File: src/rtl/evm_pkg.sv
// Shared types and constants for the voting-machine ballot controller.
package evm_pkg;

    typedef enum logic [2:0] {
        IDLE,
        WAIT_ARM,
        ARMED,
        QUALIFY,
        CAST,
        RELEASE
    } evm_ctrl_state_t;

    localparam int VOTE_W = 7;

    localparam logic [2:0] PARTY1 = 3'b001;
    localparam logic [2:0] PARTY2 = 3'b010;
    localparam logic [2:0] PARTY3 = 3'b100;

    function automatic logic is_onehot3(input logic [2:0] v);
        return (v == PARTY1) || (v == PARTY2) || (v == PARTY3);
    endfunction

endpackage

File: src/rtl/evm_switch_qualifier.sv
// Latches the voter switch pattern and counts how many consecutive edges it has held.
module evm_switch_qualifier
    import evm_pkg::*;
#(
    parameter int STABLE_CYCLES = 4
) (
    input  logic       clk_i,
    input  logic       rst_i,
    input  logic       en_i,
    input  logic [2:0] switch_i,
    output logic       stable_o,
    output logic [2:0] pattern_o,
    output logic       onehot_o
);

    localparam int CW = $clog2(STABLE_CYCLES + 1);

    logic [CW-1:0] cnt_q, cnt_d;
    logic [2:0]    pattern_q, pattern_d;

    always_comb begin
        cnt_d     = cnt_q;
        pattern_d = pattern_q;
        if (!en_i || switch_i == 3'b000) begin
            cnt_d = '0;
        end else if (cnt_q == '0 || switch_i != pattern_q) begin
            // A new or different pattern restarts the stability run.
            pattern_d = switch_i;
            cnt_d     = CW'(1);
        end else if (cnt_q != CW'(STABLE_CYCLES)) begin
            cnt_d = cnt_q + CW'(1);
        end
    end

    always_ff @(posedge clk_i or posedge rst_i) begin
        if (rst_i) begin
            cnt_q <= '0;
        end else begin
            cnt_q <= cnt_d;
        end
    end

    always_ff @(posedge clk_i) begin
        pattern_q <= pattern_d;
    end

    assign stable_o  = (cnt_q == CW'(STABLE_CYCLES));
    assign pattern_o = pattern_q;
    assign onehot_o  = is_onehot3(pattern_q);

endmodule

File: src/rtl/evm_ballot_ctrl.sv
// Ballot session FSM: arms one ballot per officer press, qualifies the voter's
// choice, issues a single count enable and keeps the saturating vote tally.
module evm_ballot_ctrl
    import evm_pkg::*;
#(
    parameter int STABLE_CYCLES  = 4,
    parameter int TIMEOUT_CYCLES = 1023,
    parameter int MAX_VOTES      = 127
) (
    input  logic              clk_i,
    input  logic              rst_i,
    input  logic              session_open_i,
    input  logic              ballot_arm_i,
    input  logic [2:0]        voter_switch_i,
    output logic              voting_en_o,
    output logic [2:0]        vote_sel_o,
    output logic              ballot_ready_o,
    output logic              invalid_o,
    output logic              timeout_o,
    output logic [VOTE_W-1:0] total_votes_o,
    output logic              session_full_o
);

    localparam int TW = $clog2(TIMEOUT_CYCLES + 1);

    evm_ctrl_state_t   state_q, state_d;
    logic              arm_prev_q;
    logic [TW-1:0]     tmr_q, tmr_d;
    logic              tmo_q, tmo_d;
    logic [VOTE_W-1:0] total_q, total_d;
    logic [2:0]        sel_q;

    logic              q_en, q_stable, q_onehot;
    logic [2:0]        q_pattern;
    logic              arm_edge, expired, sw_zero;

    assign q_en     = (state_q == ARMED) || (state_q == QUALIFY);
    assign arm_edge = ballot_arm_i && !arm_prev_q;
    assign expired  = q_en && (tmr_q == TW'(TIMEOUT_CYCLES - 1));
    assign sw_zero  = (voter_switch_i == 3'b000);

    evm_switch_qualifier #(
        .STABLE_CYCLES(STABLE_CYCLES)
    ) u_qual (
        .clk_i    (clk_i),
        .rst_i    (rst_i),
        .en_i     (q_en),
        .switch_i (voter_switch_i),
        .stable_o (q_stable),
        .pattern_o(q_pattern),
        .onehot_o (q_onehot)
    );

    always_comb begin
        state_d = state_q;
        tmo_d   = 1'b0;
        total_d = total_q;
        case (state_q)
            IDLE:     if (session_open_i) state_d = WAIT_ARM;
            WAIT_ARM: if (arm_edge && !session_full_o && sw_zero) state_d = ARMED;
            ARMED: begin
                if (expired) begin
                    state_d = RELEASE;
                    tmo_d   = 1'b1;
                end else if (!sw_zero) begin
                    state_d = QUALIFY;
                end
            end
            QUALIFY: begin
                // A qualified cast wins over an expiry on the same edge.
                if (q_stable && q_onehot) begin
                    state_d = CAST;
                end else if (expired) begin
                    state_d = RELEASE;
                    tmo_d   = 1'b1;
                end else if (sw_zero) begin
                    state_d = ARMED;
                end
            end
            CAST: begin
                state_d = RELEASE;
                if (total_q != VOTE_W'(MAX_VOTES)) total_d = total_q + VOTE_W'(1);
            end
            RELEASE:  if (sw_zero) state_d = WAIT_ARM;
            default:  state_d = IDLE;
        endcase
        // Closing the session aborts any ballot; a cast already in flight still counts.
        if (!session_open_i) begin
            state_d = IDLE;
            tmo_d   = 1'b0;
        end
    end

    always_comb begin
        tmr_d = tmr_q;
        if (state_d == ARMED && state_q != ARMED) begin
            tmr_d = '0;
        end else if (q_en && !expired) begin
            tmr_d = tmr_q + TW'(1);
        end
    end

    always_ff @(posedge clk_i or posedge rst_i) begin
        if (rst_i) begin
            state_q    <= IDLE;
            arm_prev_q <= 1'b0;
            tmr_q      <= '0;
            tmo_q      <= 1'b0;
            total_q    <= '0;
        end else begin
            state_q    <= state_d;
            arm_prev_q <= ballot_arm_i;
            tmr_q      <= tmr_d;
            tmo_q      <= tmo_d;
            total_q    <= total_d;
        end
    end

    // The qualifier may relatch on the edge that enters CAST, so hold the selection here.
    always_ff @(posedge clk_i) begin
        if (state_d == CAST && state_q != CAST) sel_q <= q_pattern;
    end

    assign voting_en_o    = (state_q == CAST);
    assign vote_sel_o     = voting_en_o ? sel_q : 3'b000;
    assign ballot_ready_o = q_en;
    assign invalid_o      = (state_q == QUALIFY) && q_stable && !q_onehot;
    assign timeout_o      = tmo_q;
    assign total_votes_o  = total_q;
    assign session_full_o = (total_q == VOTE_W'(MAX_VOTES));

endmodule

File: config.mk
export PLATFORM = sky130hd
export DESIGN_NAME = evm_ballot_ctrl
export DESIGN_NICKNAME = d
export VERILOG_FILES = /design/src/rtl/evm_pkg.sv /design/src/rtl/evm_switch_qualifier.sv /design/src/rtl/evm_ballot_ctrl.sv
export SDC_FILE = /design/constraint.sdc
export NUM_CORES = 1
export LEC_CHECK = 0
export CORE_MARGIN = 2
export CORE_UTILIZATION = 25
export CTS_CLUSTER_SIZE = 30
export DETAILED_ROUTE_END_ITERATION = 16
export SLEW_MARGIN = 20
export SYNTH_ARGS = -nofsm -noshare
export SYNTH_HDL_FRONTEND = slang
export SYNTH_HIERARCHICAL = 1
export SYNTH_SLANG_ARGS = --single-unit
File: constraint.sdc
create_clock -name clk_i -period 2.92 [get_ports clk_i]
set_clock_uncertainty 0.15 [all_clocks]
set_input_delay 0.292 -clock clk_i [delete_from_list [all_inputs] [get_ports clk_i]]
set_output_delay 0.292 -clock clk_i [all_outputs]
set_load 0.005 [all_outputs]
# Word-level counts from Yosys, hierarchy flattened
# Index checks and enable logic that the tools add are counted.
# totals
reg_bits	31
in_bits	7
output_inout_bits	15
word_cells	76
# op_classes
n_addsub	3
eq_ne	18
mux	19
bitwise	1
reduce_logical	27
# op_table
op	n
$mux 3	12
$mux 10	2
$pmux 3 s6	1
$eq 3x3->1 const B	5
$eq 3x2->1 const B	4
$add 10x1->10 const B	1
$eq 10x10->1 const B	1
$logic_and 1x1->1	10
$logic_not 3->1	3
$add 7x1->7 const B	1
$eq 7x7->1 const B	1
$ne 7x7->1 const B	1
$eq 3x1->1 const B	2
$ne 3x3->1 const B	2
$logic_not 1->1	5
$logic_or 1x1->1	5
$reduce_and 2->1	2
$add 3x1->3 const B	1
$mux 1	3
$ne 3x2->1 const B	1
$ne 3x3->1	1
$reduce_bool 3->1	1
$pmux 1 s2	1
$reduce_bool 2->1	1
$not 1->1	1

# Depth between registers and ports, before layout
# logic_depth
word_depth	10
mapped_depth	9
mapped_depth_nobuf	8

# Modules after synthesis
# The synthesis kept the hierarchy.
# by_module_without_submodules
mod	n_inst	cells_per_inst	area_per_inst_um2	seq_area_each_um2
evm_ballot_ctrl	1	119	1346.3	640.6
evm_switch_qualifier	1	32	342.8	165.2

# Least setup slack after synthesis
# OpenSTA, ideal clock, no wires.
# synth_timing
kind	reg2reg
start	register tmr_q[0]
end	register sel_q[0], enable pin
setup_time_ps	327
arrival_time_ps	1425
t_required_ps	2443
path_slack_ps	1018
stages_incl_launch_ff	7
n_path_buf	0
synth_period_minus_slack_ps	1902
path_cell_list	dfrtp_1 -> inv_1 -> ha_1 -> nand2_1 -> nor3_4 -> o21ai_0 -> a21oi_1
# synth_between
elab_chain_cells	8
elab_cells_between_ends	9
cone_classes	2 x eq/ne; 5 x mux; 2 x reduce/logical
# synth_rtl
item	line_no	text
start: declaration	evm_ballot_ctrl.sv:28	logic [TW-1:0] tmr_q, tmr_d;
start signal: assignment	evm_ballot_ctrl.sv:113	tmr_q <= tmr_d;
$eq 10x10->1 (*)	evm_ballot_ctrl.sv:39	assign expired = q_en && (tmr_q == TW'(TIMEOUT_CYCLES - 1));
$logic_and 1x1->1 (*)	evm_ballot_ctrl.sv:39	
$mux 3	evm_ballot_ctrl.sv:73	end else if (expired) begin
$mux 3	evm_ballot_ctrl.sv:71	if (q_stable && q_onehot) begin
$pmux 3 s6 (*)	evm_ballot_ctrl.sv:58	case (state_q)
$mux 3 (*)	evm_ballot_ctrl.sv:88	if (!session_open_i) begin
$eq 3x3->1 (*)	evm_ballot_ctrl.sv:121	if (state_d == CAST && state_q != CAST) sel_q <= q_pattern;
$logic_and 1x1->1 (*)	evm_ballot_ctrl.sv:121	
end signal: assignment	evm_ballot_ctrl.sv:121	
end: declaration	evm_ballot_ctrl.sv:31	logic [2:0] sel_q;
# Mark *: on every way between the ends. The rest lies on a longest branch, timed or not.
# A chain may end at the register's enable or synchronous reset.

# Worst setup path in the final report
# layout_timing
start	register u_qual.pattern_q[2] (netlist: u_qual/pattern_o[2])
end	output port invalid_o
# layout_between
elab_chain_cells	5
elab_cells_between_ends	7
cone_classes	3 x eq/ne; 4 x reduce/logical
# layout_rtl
item	line_no	text
start: declaration	evm_switch_qualifier.sv:19	logic [2:0] pattern_q, pattern_d;
start signal: assignment	evm_switch_qualifier.sv:44	pattern_q <= pattern_d;
$eq 3x1->1 or $eq 3x2->1 (tied branches)	evm_pkg.sv:20	return (v == PARTY1) || (v == PARTY2) || (v == PARTY3);
$logic_or 1x1->1	evm_pkg.sv:20	
$logic_or 1x1->1 (*)	evm_pkg.sv:20	
via q_onehot	evm_ballot_ctrl.sv:33	logic q_en, q_stable, q_onehot;
$logic_not 1->1 (*)	evm_ballot_ctrl.sv:127	assign invalid_o = (state_q == QUALIFY) && q_stable && !q_onehot;
$logic_and 1x1->1 (*)	evm_ballot_ctrl.sv:127	
end: declaration	evm_ballot_ctrl.sv:18	output logic invalid_o,
# Mark *: on every way through the listed nets, which the timed path passes. The rest lies on a longest branch.

==> results.py <==
metrics = {
    "drt": {
        "drc": 0,
        "wl_mm": 3.35,
        "antenna_left": 0,
        "vias_per_cell": 4.77,
        "firstDrtPassIters": 4,
        "wl_per_cell_microns": 13.0,
        "num_vias": 1225,
        "drt_iter0_drc": 55,
    },
    "sta": {
        "worstMarginPinSlew_ns": 0.888,
        "rsz0062_at_grt": "false",
        "final-max-slew-violation-count": 0,
        "hold_viol": 0,
        "slew_headroom_pct": 40.7,
        "setup_tns_ns": 0,
        "fin_crit_sh_pct": 82.6,
        "hold_slack_ns": 0.0589,
        "finalCriticalPeriod_ns": 2.41,
        "clock.fmax_ghz": 0.414,
        "setup_violations": 0,
    },
    "clock_network": {
        "cts.sinks": 31,
        "clk_pin_slew_ns": 0.07,
        "clock_path_buffers": 2,
        "post_cts_buffers": 0,
        "root_buffer": "clkbuf_8",
        "worstSkewPairLatency_ns": 0.28,
        "h-tree-depth": 2,
        "cts_hold_buf": 0,
        "cts_tree": "built",
        "cts_resized": 0,
        "cts_made_buffers": 5,
    },
    "cells_and_area": {
        "final_area_sq_um": 2080,
        "drive_gt1_share_pct": 11.7,
        "final_cell_mix": "dfrtp_1, clkdlybuf4s50_1, inv_1, xnor2_1",
        "areaGrowthSynthToFinish_pct": 23.3,
        "layout.nets": 191,
        "fillCellCount": 670,
        "multi_input_area_sq_um": 820,
        "num_antenna_cells": 0,
        "seqCellArea_sq_um": 806,
        "final_util_pct": 32.2,
        "layout_commonest_cell": "dfrtp_1",
    },
    "placement": {
        "io_buffers": 21,
        "dp_hpwl_mm": 2.41,
        "placed_area_sq_um": 1990,
        "gp_congestion": 0.763,
    },
    "global_routing": {
        "grt_pass1_wl_mm": 5.68,
        "grt_usage_pct": 9.91,
        "grt_pass1_vias": 1228,
        "grt_max_degree": 23,
        "overflow": 0,
        "antenna_found_initial": 0,
    },
    "synthesis": {
        "yosys_warnings": 6,
        "syn_area_sq_um": 1690,
        "synthDistinctLibCells": 46,
        "syn_inst": 151,
        "synth.net_count": 163,
        "synthTopCellsByArea": "dfrtp_1, edfxtp_1, xnor2_1",
        "yosys.area.top_type": "dfrtp_1",
        "yosys_register_bits": 31,
        "synth-seq-area-share_pct": 47.7,
        "avgSynthCellArea_sq_um": 11.2,
        "yosys.area.top_type_share_pct": 37.0,
    },
    "floorplanning": {
        "die-area_sq_um": 7430,
        "fp.dieH_microns": 86.2,
        "num_io_pins": 22,
        "core_area_sq_um": 6460,
        "die_w_microns": 86.2,
        "rows": 29,
        "start_util_pct": 26.2,
    },
    "critical_path": {
        "critPathSlowestCell": "edfxtp_1",
        "crit_buf_inv": 1,
        "start_kind": "register",
        "crit_path_cell_trace": "xnor2_1 -> o21ai_0 -> and4b_1 -> clkdlybuf4s50_1",
        "critical-path-top-delay-family": "flip-flops",
        "crit_required_ns": 2.48,
        "critPathMaxFanout": 4,
        "critPathKind": "reg -> out",
        "cp.arrival_ns": 1.97,
        "end_kind": "primary output",
        "slowest_delay_ns": 0.47,
    },
    "power_and_ir_drop": {
        "vdd_ir_drop_max_uv": 200,
        "power_density_nw_per_um2": 561,
        "power_mw": 1.17,
        "power_leakage_nw": 0.833,
    },
    "outcome": {
        "status": "completed",
    },
    "job": {
        "maxCapViolations": 0,
    },
    "min_path": {
        "hold_path.class": "in -> async",
    },
}
## synthesized netlist by cell type (all sizes together)
library cell and number:
nor2b 1, and3 3, xnor2 10, o311ai 2, nand4 7, or4 1, nor3b 2, o32ai 1
buf 2, and4 1, nand3 4, nor3 4, a221oi 3, o21a 1, a22oi 3, and4b 2
nor2 5, xor2 4, ha 5, dfrtp 25, mux2i 2, and2 4, nand2 8, nor4 1
or3 2, nand2b 2, o211ai 4, and2b 1, edfxtp 6, a31o 1, nor4bb 1, o31ai 3
o21ai 7, mux2 1, nand3b 2, a21oi 8, inv 11, a211oi 1
## logic make-up (layout without fill, tap and decap cells)
group / after synthesis / count (layout) / synth area share, %
simple gates: 51 / 51 / 19.9
compound gates: 34 / 34 / 15.8
flops: 31 / 31 / 47.7
xor+xnor: 14 / 14 / 7.26
buf+inv: 13 / 42 / 3.78
fa+ha+maj: 5 / 5 / 3.70
mux: 3 / 3 / 1.85
## routing by layer
metal	routed length [microns]	share of wire [%]	up-vias	GRT usage, %
met3	131	3.9	4	3.14
met4	49	1.5	0	4.26
met5	0	0	-	0
met1	1700	51	580	12.8
met2	1470	44	22	15.3
li1	-	-	619	-
## cell type report
class	count	area share, %
multi-input combinational	107	39.4
sequential	31	38.7
timing repair buffer	23	10.8
tap	77	4.63
clock buffer	6	3.97
inverter	11	1.98
clock inverter	2	0.541
## power by group
part           switching [mW]  leakage (nW)  internal [mW]  total [mW]
clock                   0.168        0.0449          0.188       0.356
combinational           0.121         0.413         0.0941       0.215
sequential             0.0878         0.376          0.509       0.597
## stage by stage
stage	std cells	setup WS (ns)
finish	257	0.507
global route	257	0.339
CTS	257	0.505
detailed placement	249	0.530
global placement	249	0.674
floorplan	151	1.02
## registers in the layout, indices dropped and copies added (netlist names)
name              cells
u_qual/pattern_o      3
tmr_q                10
sel_q                 3
state_q               3
timeout_o             1
arm_prev_q            1
total_votes_o         7
u_qual/cnt_q          3
## path summary, 6_finish.rpt
kind / startpoint / end / slack (ns) / cells after the start
worst min register to register: total_votes_o[6] / total_votes_o[6] / 0.35 / 1
worst min-delay path: rst_i / u_qual/cnt_q[1] / 0.06 / 2
worst max register to register: u_qual/pattern_o[2] / tmr_q[9] / 0.75 / 6
min in group clk_i: ballot_arm_i / arm_prev_q / 0.33 / 1
max in group asynchronous: rst_i / total_votes_o[5] / 1.68 / 2
worst max-delay path: u_qual/pattern_o[2] / invalid_o / 0.51 / 4
Note: power is estimated with default switching activity, not from simulation.
